`config.mk`:
```
export PLATFORM = sky130hd
export DESIGN_NAME = uart_cmd_ctrl
export DESIGN_NICKNAME = d
export VERILOG_FILES = /design/src/rtl/uart_cmd_pkg.sv /design/src/rtl/uart_frame_timer.sv /design/src/rtl/uart_cmd_ctrl.sv
export SDC_FILE = /design/constraint.sdc
export NUM_CORES = 1
export LEC_CHECK = 0
export ABC_AREA = 1
export CAP_MARGIN = 20
export CORE_MARGIN = 2
export CORE_UTILIZATION = 25
export CTS_BUF_LIST = sky130_fd_sc_hd__clkbuf_4 sky130_fd_sc_hd__clkbuf_8 sky130_fd_sc_hd__clkbuf_16
export DETAILED_ROUTE_END_ITERATION = 8
export SLEW_MARGIN = 20
export SYNTH_ARGS = -nofsm -noshare
export SYNTH_HDL_FRONTEND = slang
export SYNTH_SLANG_ARGS = --single-unit
```
`constraint.sdc`:
```
create_clock -name clk -period 2.25 [get_ports clk]
set_input_delay 0.675 -clock clk [delete_from_list [all_inputs] [get_ports clk]]
set_output_delay 0.675 -clock clk [all_outputs]
set_load 0.1 [all_outputs]
```
`src/rtl/uart_cmd_pkg.sv`:
```
// Shared types and defaults for the UART command sequencer.
// The frame timer width is derived from TIMEOUT so the counter holds TIMEOUT-1 exactly.
package uart_cmd_pkg;

  typedef enum logic [2:0] {
    ST_IDLE,
    ST_WR_ADDR,
    ST_WR_DATA,
    ST_RD_ADDR,
    ST_RD_WAIT,
    ST_TX_SEND
  } state_e;

  localparam int         DATA_W_DEF  = 8;
  localparam int         ADDR_W_DEF  = 4;
  localparam logic [7:0] CMD_WR_DEF  = 8'hAA;
  localparam logic [7:0] CMD_RD_DEF  = 8'hBB;
  localparam int         TIMEOUT_DEF = 4096;

  function automatic int tmr_w(input int timeout);
    return (timeout > 2) ? $clog2(timeout) : 1;
  endfunction

  localparam int TMR_W = tmr_w(TIMEOUT_DEF);

endpackage

```
`src/rtl/uart_frame_timer.sv`:
```
// Inter-byte watchdog: cleared by start, counts while enabled,
// flags expiry once the count has reached TIMEOUT-1.
module uart_frame_timer
  import uart_cmd_pkg::*;
#(
  parameter int TIMEOUT = TIMEOUT_DEF
) (
  input  logic clk,
  input  logic rst,
  input  logic start,
  input  logic en,
  output logic expired
);

  localparam int            CW   = tmr_w(TIMEOUT);
  localparam logic [CW-1:0] LAST = CW'(TIMEOUT - 1);

  logic [CW-1:0] cnt_q, cnt_d;

  always_comb begin
    cnt_d = cnt_q;
    if (start) begin
      cnt_d = '0;
    end else if (en && (cnt_q != LAST)) begin
      cnt_d = cnt_q + 1'b1;
    end
  end

  always_ff @(posedge clk or negedge rst) begin
    if (!rst) begin
      cnt_q <= '0;
    end else begin
      cnt_q <= cnt_d;
    end
  end

  // Expiry is not gated by start: an accepted byte in the same cycle is
  // given priority inside the FSM instead, which avoids a combinational loop.
  assign expired = en && (cnt_q == LAST);

endmodule

```
`src/rtl/uart_cmd_ctrl.sv`:
```
// Command sequencer behind the UART receiver: parses write/read frames,
// drives the register-file port and returns read data to the transmitter.
module uart_cmd_ctrl
  import uart_cmd_pkg::*;
#(
  parameter int                DATA_W  = DATA_W_DEF,
  parameter int                ADDR_W  = ADDR_W_DEF,
  parameter logic [DATA_W-1:0] CMD_WR  = DATA_W'(CMD_WR_DEF),
  parameter logic [DATA_W-1:0] CMD_RD  = DATA_W'(CMD_RD_DEF),
  parameter int                TIMEOUT = TIMEOUT_DEF
) (
  input  logic              clk,
  input  logic              rst,
  input  logic [DATA_W-1:0] rx_data,
  input  logic              rx_valid,
  input  logic              rx_err,
  output logic [ADDR_W-1:0] rf_addr,
  output logic [DATA_W-1:0] rf_wr_data,
  output logic              rf_wr_en,
  output logic              rf_rd_en,
  input  logic [DATA_W-1:0] rf_rd_data,
  input  logic              rf_rd_valid,
  output logic [DATA_W-1:0] tx_data,
  output logic              tx_valid,
  input  logic              tx_busy,
  output logic              frame_err,
  output logic [7:0]        err_cnt,
  output logic              busy
);

  state_e            state_q, state_d;
  logic [ADDR_W-1:0] rf_addr_q, rf_addr_d;
  logic [DATA_W-1:0] rf_wr_data_q, rf_wr_data_d;
  logic [DATA_W-1:0] tx_data_q, tx_data_d;
  logic              tx_valid_q, tx_valid_d;
  logic              rf_wr_en_q, rf_wr_en_d;
  logic              rf_rd_en_q, rf_rd_en_d;
  logic              frame_err_q, frame_err_d;
  logic [7:0]        err_cnt_q, err_cnt_d;

  logic rx_accept, addr_ok;
  logic timer_start, timer_en, timer_expired;

  assign rx_accept = rx_valid && !rx_err;
  assign addr_ok   = (rx_data[DATA_W-1:ADDR_W] == '0);

  always_comb begin
    state_d      = state_q;
    rf_addr_d    = rf_addr_q;
    rf_wr_data_d = rf_wr_data_q;
    tx_data_d    = tx_data_q;
    tx_valid_d   = tx_valid_q;
    rf_wr_en_d   = 1'b0;
    rf_rd_en_d   = 1'b0;
    frame_err_d  = 1'b0;
    err_cnt_d    = err_cnt_q;

    case (state_q)
      ST_IDLE: begin
        if (rx_err) begin
          frame_err_d = 1'b1;
        end else if (rx_valid) begin
          if (rx_data == CMD_WR)      state_d = ST_WR_ADDR;
          else if (rx_data == CMD_RD) state_d = ST_RD_ADDR;
          else                        frame_err_d = 1'b1;
        end
      end
      ST_WR_ADDR, ST_RD_ADDR: begin
        if (rx_err || (rx_accept && !addr_ok)) begin
          frame_err_d = 1'b1;
          state_d     = ST_IDLE;
        end else if (rx_accept) begin
          rf_addr_d = rx_data[ADDR_W-1:0];
          if (state_q == ST_WR_ADDR) begin
            state_d = ST_WR_DATA;
          end else begin
            state_d    = ST_RD_WAIT;
            rf_rd_en_d = 1'b1;
          end
        end else if (timer_expired) begin
          frame_err_d = 1'b1;
          state_d     = ST_IDLE;
        end
      end
      ST_WR_DATA: begin
        if (rx_err || (!rx_accept && timer_expired)) begin
          frame_err_d = 1'b1;
          state_d     = ST_IDLE;
        end else if (rx_accept) begin
          rf_wr_data_d = rx_data;
          rf_wr_en_d   = 1'b1;
          state_d      = ST_IDLE;
        end
      end
      ST_RD_WAIT: begin
        // Any RX traffic here is an overrun; the read itself carries on.
        if (rx_valid || rx_err) frame_err_d = 1'b1;
        if (rf_rd_valid) begin
          tx_data_d  = rf_rd_data;
          tx_valid_d = 1'b1;
          state_d    = ST_TX_SEND;
        end else if (timer_expired) begin
          frame_err_d = 1'b1;
          state_d     = ST_IDLE;
        end
      end
      ST_TX_SEND: begin
        if (rx_valid || rx_err) frame_err_d = 1'b1;
        if (tx_valid_q && !tx_busy) begin
          tx_valid_d = 1'b0;
          state_d    = ST_IDLE;
        end
      end
      default: begin
        state_d = ST_IDLE;
      end
    endcase

    if (frame_err_d && (err_cnt_q != 8'hFF)) err_cnt_d = err_cnt_q + 8'd1;
  end

  always_comb begin
    timer_en    = state_q inside {ST_WR_ADDR, ST_WR_DATA, ST_RD_ADDR, ST_RD_WAIT};
    timer_start = (state_d != state_q) || rx_accept;
  end

  uart_frame_timer #(
    .TIMEOUT (TIMEOUT)
  ) u_timer (
    .clk     (clk),
    .rst     (rst),
    .start   (timer_start),
    .en      (timer_en),
    .expired (timer_expired)
  );

  always_ff @(posedge clk or negedge rst) begin
    if (!rst) begin
      state_q      <= ST_IDLE;
      rf_addr_q    <= '0;
      rf_wr_data_q <= '0;
      tx_data_q    <= '0;
      tx_valid_q   <= 1'b0;
      rf_wr_en_q   <= 1'b0;
      rf_rd_en_q   <= 1'b0;
      frame_err_q  <= 1'b0;
      err_cnt_q    <= '0;
    end else begin
      state_q      <= state_d;
      rf_addr_q    <= rf_addr_d;
      rf_wr_data_q <= rf_wr_data_d;
      tx_data_q    <= tx_data_d;
      tx_valid_q   <= tx_valid_d;
      rf_wr_en_q   <= rf_wr_en_d;
      rf_rd_en_q   <= rf_rd_en_d;
      frame_err_q  <= frame_err_d;
      err_cnt_q    <= err_cnt_d;
    end
  end

  assign rf_addr    = rf_addr_q;
  assign rf_wr_data = rf_wr_data_q;
  assign rf_wr_en   = rf_wr_en_q;
  assign rf_rd_en   = rf_rd_en_q;
  assign tx_data    = tx_data_q;
  assign tx_valid   = tx_valid_q;
  assign frame_err  = frame_err_q;
  assign err_cnt    = err_cnt_q;
  assign busy       = (state_q != ST_IDLE);

endmodule

```
Yosys cells after proc, flatten, opt, wreduce, memory -nomap -nowiden
Index checks and enable logic that the tools add are counted.
- shift operators: 0
- add/sub/neg operators: 2
- order comparisons: 0
- $mul: 0
- mux-type cells: 37
- div/mod/pow operators: 0
- bitwise gates (word level): 2
- equal/unequal tests: 13
- reduce and logical (&&, ||, !) cells: 26
- operators by type and width (kind ; count):
    3-bit two-way mux ; 12
    12-bit two-way mux ; 2
    1-bit two-way mux ; 20
    8-bit equality test (second input constant) ; 2
    3-bit case mux with 5 select lines ; 1
    12-bit by 1-bit adder with 12-bit output (second input constant) ; 1
    12-bit equality test (second input constant) ; 1
    12-bit inequality test (second input constant) ; 1
    3-bit AND reduction ; 3
    8-bit by 1-bit adder with 8-bit output (second input constant) ; 1
    8-bit inequality test (second input constant) ; 1
    1-bit logical AND ; 7
    3-bit by 2-bit equality test with 1-bit output (second input constant) ; 2
    3-bit equality test (second input constant) ; 2
    1-bit case mux with 5 select lines ; 1
    1-bit zero test ; 4
    4-bit zero test ; 1
    1-bit logical OR ; 4
    2-bit inequality test (second input constant) ; 2
    2-bit nonzero test ; 2
    4-bit nonzero test ; 1
    3-bit by 1-bit equality test with 1-bit output (second input constant) ; 1
    3-bit zero test ; 1
    3-bit inequality test ; 1
    5 further kinds ; 6
- RAM bits: 0
- bits in registers: 47
- output and inout bits: 33
- memories kept: 0
- logic and storage cells: 90
- input bits: 22
- bits in latches: 0
- ROM bits: 0

Depth between registers and ports, before layout
Gate-level depths: netlist (run 1).
- depth in word-level cells: 10
- gate-level depth with buffers: 14
- gate-level depth less buffers: 13

Hierarchy
Synthesis (run 1) repeated with hierarchy kept, for this count alone.
- cell total of the unflattened synthesis: 349
- area, all modules: 2607.5 um^2
- by module, submodules not included (module ; sequential area each (um^2) ; area an instance (um^2) ; instances ; cells each):
    uart_cmd_ctrl ; 875.8 ; 1823.0 ; 1 ; 237
    uart_frame_timer ; 300.3 ; 784.5 ; 1 ; 112

Least setup slack after synthesis (run 1)
No wires, ideal clock.
- path kind: register to register
- start point: reg state_q[0]
- end point: reg u_timer.cnt_q[3]
- slack: -2 ps
- arrival time: 2183 ps
- path buffers: 2
- clock period less this slack: 2252 ps
- cell stages (with the launch flop): 13
- required time: 2181 ps
- library setup time: 69 ps
- cells stage by stage: dfrtp_1 -> buf_6 -> nor2_2 -> nand2_1 -> nand3b_1 -> nand2_1 -> nand2_1 -> nand3_1 -> nand2_1 -> inv_1 -> nand4_4 -> buf_6 -> nor2_2
- cells in the longest elaborated chain, start to end: 10
- elaborated cells between the ends (all ways): 29
- those cells by class: 6 x eq/ne; 14 x mux; 9 x reduce/logical
- ends and longest elaborated chain (what ; line ; RTL):
    start: declaration ; uart_cmd_ctrl.sv:31 ; state_e state_q, state_d;
    start signal: assignment ; uart_cmd_ctrl.sv:149 ; state_q <= state_d;
    3-bit by 1-bit equality test with 1-bit output (tied with other cells) ; uart_cmd_ctrl.sv:58, uart_cmd_ctrl.sv:74, uart_cmd_ctrl.sv:123 ;
    4-bit nonzero test ; uart_cmd_ctrl.sv:123 ; timer_en = state_q inside {ST_WR_ADDR, ST_WR_DATA, ST_RD_ADDR, ST_RD_WAIT};
    1-bit logical AND ; uart_frame_timer.sv:39 ; assign expired = en && (cnt_q == LAST);
    3-bit two-way mux or 1-bit logical AND (tied branches) ; uart_cmd_ctrl.sv:80, uart_cmd_ctrl.sv:102, uart_cmd_ctrl.sv:86 ;
    3-bit two-way mux or 1-bit logical OR (tied branches) ; uart_cmd_ctrl.sv:72, uart_cmd_ctrl.sv:86 ;
    3-bit two-way mux (on tied branches) ; uart_cmd_ctrl.sv:69, uart_cmd_ctrl.sv:86 ;
    3-bit case mux with 5 select lines ; uart_cmd_ctrl.sv:58 ; case (state_q)
    3-bit inequality test ; uart_cmd_ctrl.sv:124 ; timer_start = (state_d != state_q) || rx_accept;
    1-bit logical OR ; uart_cmd_ctrl.sv:124 ;
    12-bit two-way mux or 2-bit nonzero test (tied branches) ; -- ;
    end signal: assignment ; uart_frame_timer.sv:33 ; cnt_q <= cnt_d;
    end: declaration ; uart_frame_timer.sv:18 ; logic [CW-1:0] cnt_q, cnt_d;
Several ways; a longest one is shown, not always the timed one.
A chain may end at the register's enable or synchronous reset.

Worst setup path in the final report (run 1)
- start point: in rx_data[7]
- end point: reg err_cnt_q[0] (netlist: err_cnt[0])
- cells in the longest elaborated chain, start to end: 7
- elaborated cells between the ends (all ways): 13
- those cells by class: 2 x eq/ne; 6 x mux; 5 x reduce/logical
- ends and longest elaborated chain (what ; line ; RTL):
    start: declaration ; uart_cmd_ctrl.sv:14 ; input logic [DATA_W-1:0] rx_data,
    8-bit equality test or 4-bit zero test (tied branches) ; uart_cmd_ctrl.sv:64, uart_cmd_ctrl.sv:45 ;
    1-bit two-way mux or 1-bit zero test (tied branches) ; uart_cmd_ctrl.sv:64, uart_cmd_ctrl.sv:69 ;
    1-bit two-way mux or 1-bit logical AND (tied branches) ; uart_cmd_ctrl.sv:63, uart_cmd_ctrl.sv:69 ;
    1-bit two-way mux or 1-bit logical OR (tied branches) ; uart_cmd_ctrl.sv:62, uart_cmd_ctrl.sv:69 ;
    1-bit two-way mux (on tied branches) ; uart_cmd_ctrl.sv:60, uart_cmd_ctrl.sv:69 ;
    1-bit case mux with 5 select lines (*) ; uart_cmd_ctrl.sv:58 ;
    named net frame_err_d ; uart_cmd_ctrl.sv:38 ; logic frame_err_q, frame_err_d;
    1-bit logical AND (*) ; uart_cmd_ctrl.sv:119 ; if (frame_err_d && (err_cnt_q != 8'hFF)) err_cnt_d = err_cnt_q + 8'd1;
    end signal: assignment ; uart_cmd_ctrl.sv:157 ; err_cnt_q <= err_cnt_d;
    end: declaration ; uart_cmd_ctrl.sv:39 ; logic [7:0] err_cnt_q, err_cnt_d;
The timed path passes the listed nets; every way through them passes the cells marked *.

==> reports/results.md, run 1 <==
### Finish
• **utilization after layout** 0.357
• **Fill cells** 1,029
• **footprint of the flip-flops and latches** 1180 um2
• **area added between synthesis and finish** 40.3%
• **Ant. Diodes** 0
• **Final Cell Area** 3440 um2
• **footprint of the multi-input gates** 1160 um2
• **proportion of layout cells with a drive suffix above 1** 0.299
• **Final nets** 384
• **count of non-filler cells in the finished layout** 494

### Floorplanning
• **Cell Rows** 36
• **area inside the core boundary** 9640 um2
• **floorplan die height** 103 um
• **Initial Util** 0.254
• **die width** 103 um
• **total die area** 10,600 um2
• **ports placed on the boundary** 55

### Placement
• **sum of net half-perimeters after detailed placement** 4190 um
• **gp weighted congestion** 0.876
• **total cell area at the placement stage** 3320 um2
• **port bufs** 54
• **worst-case setup slack after placement** -0.208 ns
• **placed cells** 485

### CTS
• **clk_lat worst skew** 0.31 ns
• **CTS hold repair buffers** 0
• **maximum buffer depth of the clock tree** 2
• **number of levels the H-tree was split into** 2
• **number of clock sinks** 47
• **TritonCTS clock tree** yes
• **TritonCTS buffer count** 5
• **buffer type at the clock tree root** clkbuf_8
• **clock transition time at the flip-flop clock pins of the worst setup and hold paths** 0.10 ns

### Worst setup path
• **Worst setup SP type** primary input
• **Crit. path cell count** 14
• **most common cell type on the critical path** nand2_1
• **cell with the biggest individual delay on the critical path** clkdlybuf4s50_1
• **CP max stage delay** 0.50 ns
• **Worst path top cell family by delay** simple AND/OR/NAND/NOR gates
• **CP cell instances** clkdlybuf4s50_1 > nand2_1 > nor3_1 > buf_4 > nand2_1 > nand2_1 > nand2_1 > nand2_1 > nand2_1 > nand2_1 > nand3_4 > nand2_4 > nand2_1 > nand2_1
• **maximum fanout along the worst path** 10
• **sort of element at the end of the critical path** flop
• **path depth of the worst reg2reg path** 12
• **source of the worst register-to-register timing path** u_timer.cnt_q[0]$_DFFE_PN0P_
• **CP Launch Point** rx_data[7]
• **buffer and inverter count on the worst path** 2
• **worst path arrival time** 2.34 ns
• **Crit Path Category** primary input to flop
• **required time of the critical path** 2.49 ns

### STA
• **minimum clock period after layout** 2.10 ns
• **Fmax achieved** 477 MHz
• **Setup violations, final** 0
• **largest clock skew in the final design** 0.0133 ns
• **unrepaired setup endpoints after global routing** true
• **share of the clock period used by the worst path** 0.932
• **final total negative setup slack** 0 ns
• **Worst Tran Pin Value** 0.431 ns
• **Final Hold Violating Endpoints** 0
• **Slew Viols, Final** 0
• **Hold Slack** 0.244 ns
• **final worst setup slack** 0.153 ns
• **Rel. slew slack** 0.712

### Synthesis
• **area share of the leading cell type in the synthesized netlist** 0.480
• **share of flip-flops with an asynchronous set or reset** 1.00
• **total of warnings raised by yosys** 0
• **top flip-flop cell by instance count after synthesis** dfrtp_1
• **cell with the most instances after synthesis** nand2_1
• **synthesized cell area** 2450 um2
• **number of enable flip-flop cells after synthesis** 0
• **gate count of the mapped netlist** 281
• **syn_nets** 305
• **total of flip-flops plus latches after synthesis** 47
• **sequential share of the synthesized area** 0.480
• **synthesized-area fraction occupied by ao, oa, aoi and oai cells** 0.0414
• **Unique masters post-synth** 28
• **leading post-synthesis cells by cell area** dfrtp_1 48%, nand2_1 11%, nand3_1 5.1%
• **largest family of logic cells by synthesized area** simple AND/OR/NAND/NOR gates
• **dominant cell type by area after synthesis** dfrtp_1
• **fraction of synthesized area in multiplexers** 0.0409
• **fraction of the mapped netlist area in simple logic gates** 0.317
• **commonest cells in the synthesized netlist** 73 x nand2_1, 47 x dfrtp_1, 26 x inv_1, 25 x nand3_1, 16 x nor2_1
• **synthesized-area fraction occupied by xor and xnor cells** 0.0572
• **adder-cell area share of the yosys netlist** 0.0102
• **Avg Cell Area, Syn** 8.72 um2

### Pwr
• **Pint** 1.84 mW
• **reported leakage power** 1.66 nW
• **Cell Pwr Density** 1120 nW/um2
• **Sw Ratio** 0.520
• **clock network fraction of design power** 0.131
• **overall power of the completed layout** 3.84 mW
• **combinational share of power** 0.557
• **Net Sw Power** 1.99 mW
• **Max IR drop VDD** 1.16 mV
• **sequential cell fraction of total power** 0.312

### Global routing
• **combined global-route utilization of all metal layers** 0.111
• **global-route wire length before repair** 9320 um
• **Congestion Overflow GR** 0
• **number of global-route vias before repair** 2,036
• **maximum number of pins on one net before global-route repair** 26
• **number of antenna violations at the first check in global routing** 0

### Detailed routing
• **routed length per placed instance** 11.0 um
• **number of iterations in the first detailed-routing pass** 4
• **remaining number of nets flagged by the antenna check after routing** 0
• **Avg Vias per Cell** 4.14
• **number of remaining DRC errors** 0
• **vias after detailed routing** 2,045
• **initial DRC count** 81
• **total wire length after detailed routing** 5410 um

### Run
• **count of maximum capacitance violations** 0

### Worst hold path
• **type of the most critical hold path** primary input to asynchronous set/reset pin

### Run status
• **run status** finished, final reports clean

area by class of cell:
| class | count | area share |
|---|---|---|
| repair buffers | 75 | 0.218 |
| flip-flops and latches | 47 | 0.342 |
| multi-input cells | 203 | 0.337 |
| inverters | 28 | 0.0306 |
| clock inverters | 3 | 0.00437 |
| well taps | 133 | 0.0484 |
| clock buffers | 5 | 0.0200 |
cells in the final DEF (no fill, tap or decap), types with 3 or more instances in the layout:
cell type,count
a21oi_1,3
nor2_2,13
nor2_4,3
xnor2_1,5
nand3_1,25
dfrtp_1,47
clkinv_2,3
inv_1,26
clkbuf_8,5
nand4_1,3
nand2_2,11
mux2_2,8
buf_4,43
nor3_1,4
nor2_1,16
buf_12,11
o21ai_0,14
clkdlybuf4s50_1,20
xor2_1,11
nand2_1,72
cell families (layout without fill, tap and decap cells):
| family | after synthesis | after routing |
|---|---|---|
| AO/OA/AOI/OAI | 19 | 19 |
| XOR/XNOR | 16 | 16 |
| adder cells (fa/ha/maj) | 2 | 2 |
| buffers and inverters | 31 | 111 |
| flip-flops | 47 | 47 |
| multiplexers | 9 | 9 |
| AND/OR/NAND/NOR | 157 | 157 |
registers in the layout (all words and copies together), names as in the netlist:
signal and flops:
u_timer.cnt_q 12, err_cnt 8, rf_wr_data 8, tx_data 8
rf_addr 4, state_q 3, frame_err 1, rf_rd_en 1
rf_wr_en 1, tx_valid 1
power by group through the flow:
stage / Combinational, mW / Sequential, mW / Clock (mW)
4_1_cts: 2.13 / 1.20 / 0.524
2_1_floorplan: 0.460 / 2.27 / 0
3_5_place_dp: 2.12 / 1.21 / 0
3_3_place_gp: 2.11 / 1.21 / 0
5_1_grt: 2.24 / 1.23 / 0.560
6_report: 2.14 / 1.20 / 0.503
worst paths after layout:
| path | to | slack, ns |
|---|---|---|
| min reg2reg | rf_wr_data[7]$_DFFE_PN0P_ | 0.49 |
| max | err_cnt[0]$_DFFE_PN0P_ | 0.15 |
| max in group asynchronous | tx_data[6]$_DFFE_PN0P_ | 1.53 |
| min | u_timer.cnt_q[10]$_DFFE_PN0P_ | 0.24 |
| max reg2reg | err_cnt[0]$_DFFE_PN0P_ | 0.41 |
| min in group clk | rf_wr_data[7]$_DFFE_PN0P_ | 0.49 |
repair_timing:
| action | CTS | global route |
|---|---|---|
| endpoints found under the setup margin | 0 | 20 |
| hold endpoints to repair | 0 | 0 |
| gates resized for setup | 0 | 2 |
| setup buffers | 0 | 1 |
metal layers:
| layer | track usage | wire (um) |
|---|---|---|
| met5 | 0 | 0 |
| met2 | 0.178 | 2590 |
| met3 | 0.0312 | 255 |
| met1 | 0.147 | 2490 |
| met4 | 0.0334 | 73 |
Power figures use the tool's default switching activity.
==> inputs of run 2 (changes only) <==
--- a/config.mk
+++ b/config.mk
@@ -11,7 +11,7 @@
 export CORE_UTILIZATION = 25
 export CTS_BUF_LIST = sky130_fd_sc_hd__clkbuf_4 sky130_fd_sc_hd__clkbuf_8 sky130_fd_sc_hd__clkbuf_16
 export DETAILED_ROUTE_END_ITERATION = 8
-export SLEW_MARGIN = 20
+export SLEW_MARGIN = 40
 export SYNTH_ARGS = -nofsm -noshare
 export SYNTH_HDL_FRONTEND = slang
 export SYNTH_SLANG_ARGS = --single-unit
==> results of run 2 <==
Same layout as run 1: the final DEF is identical, and so are final timing and power.
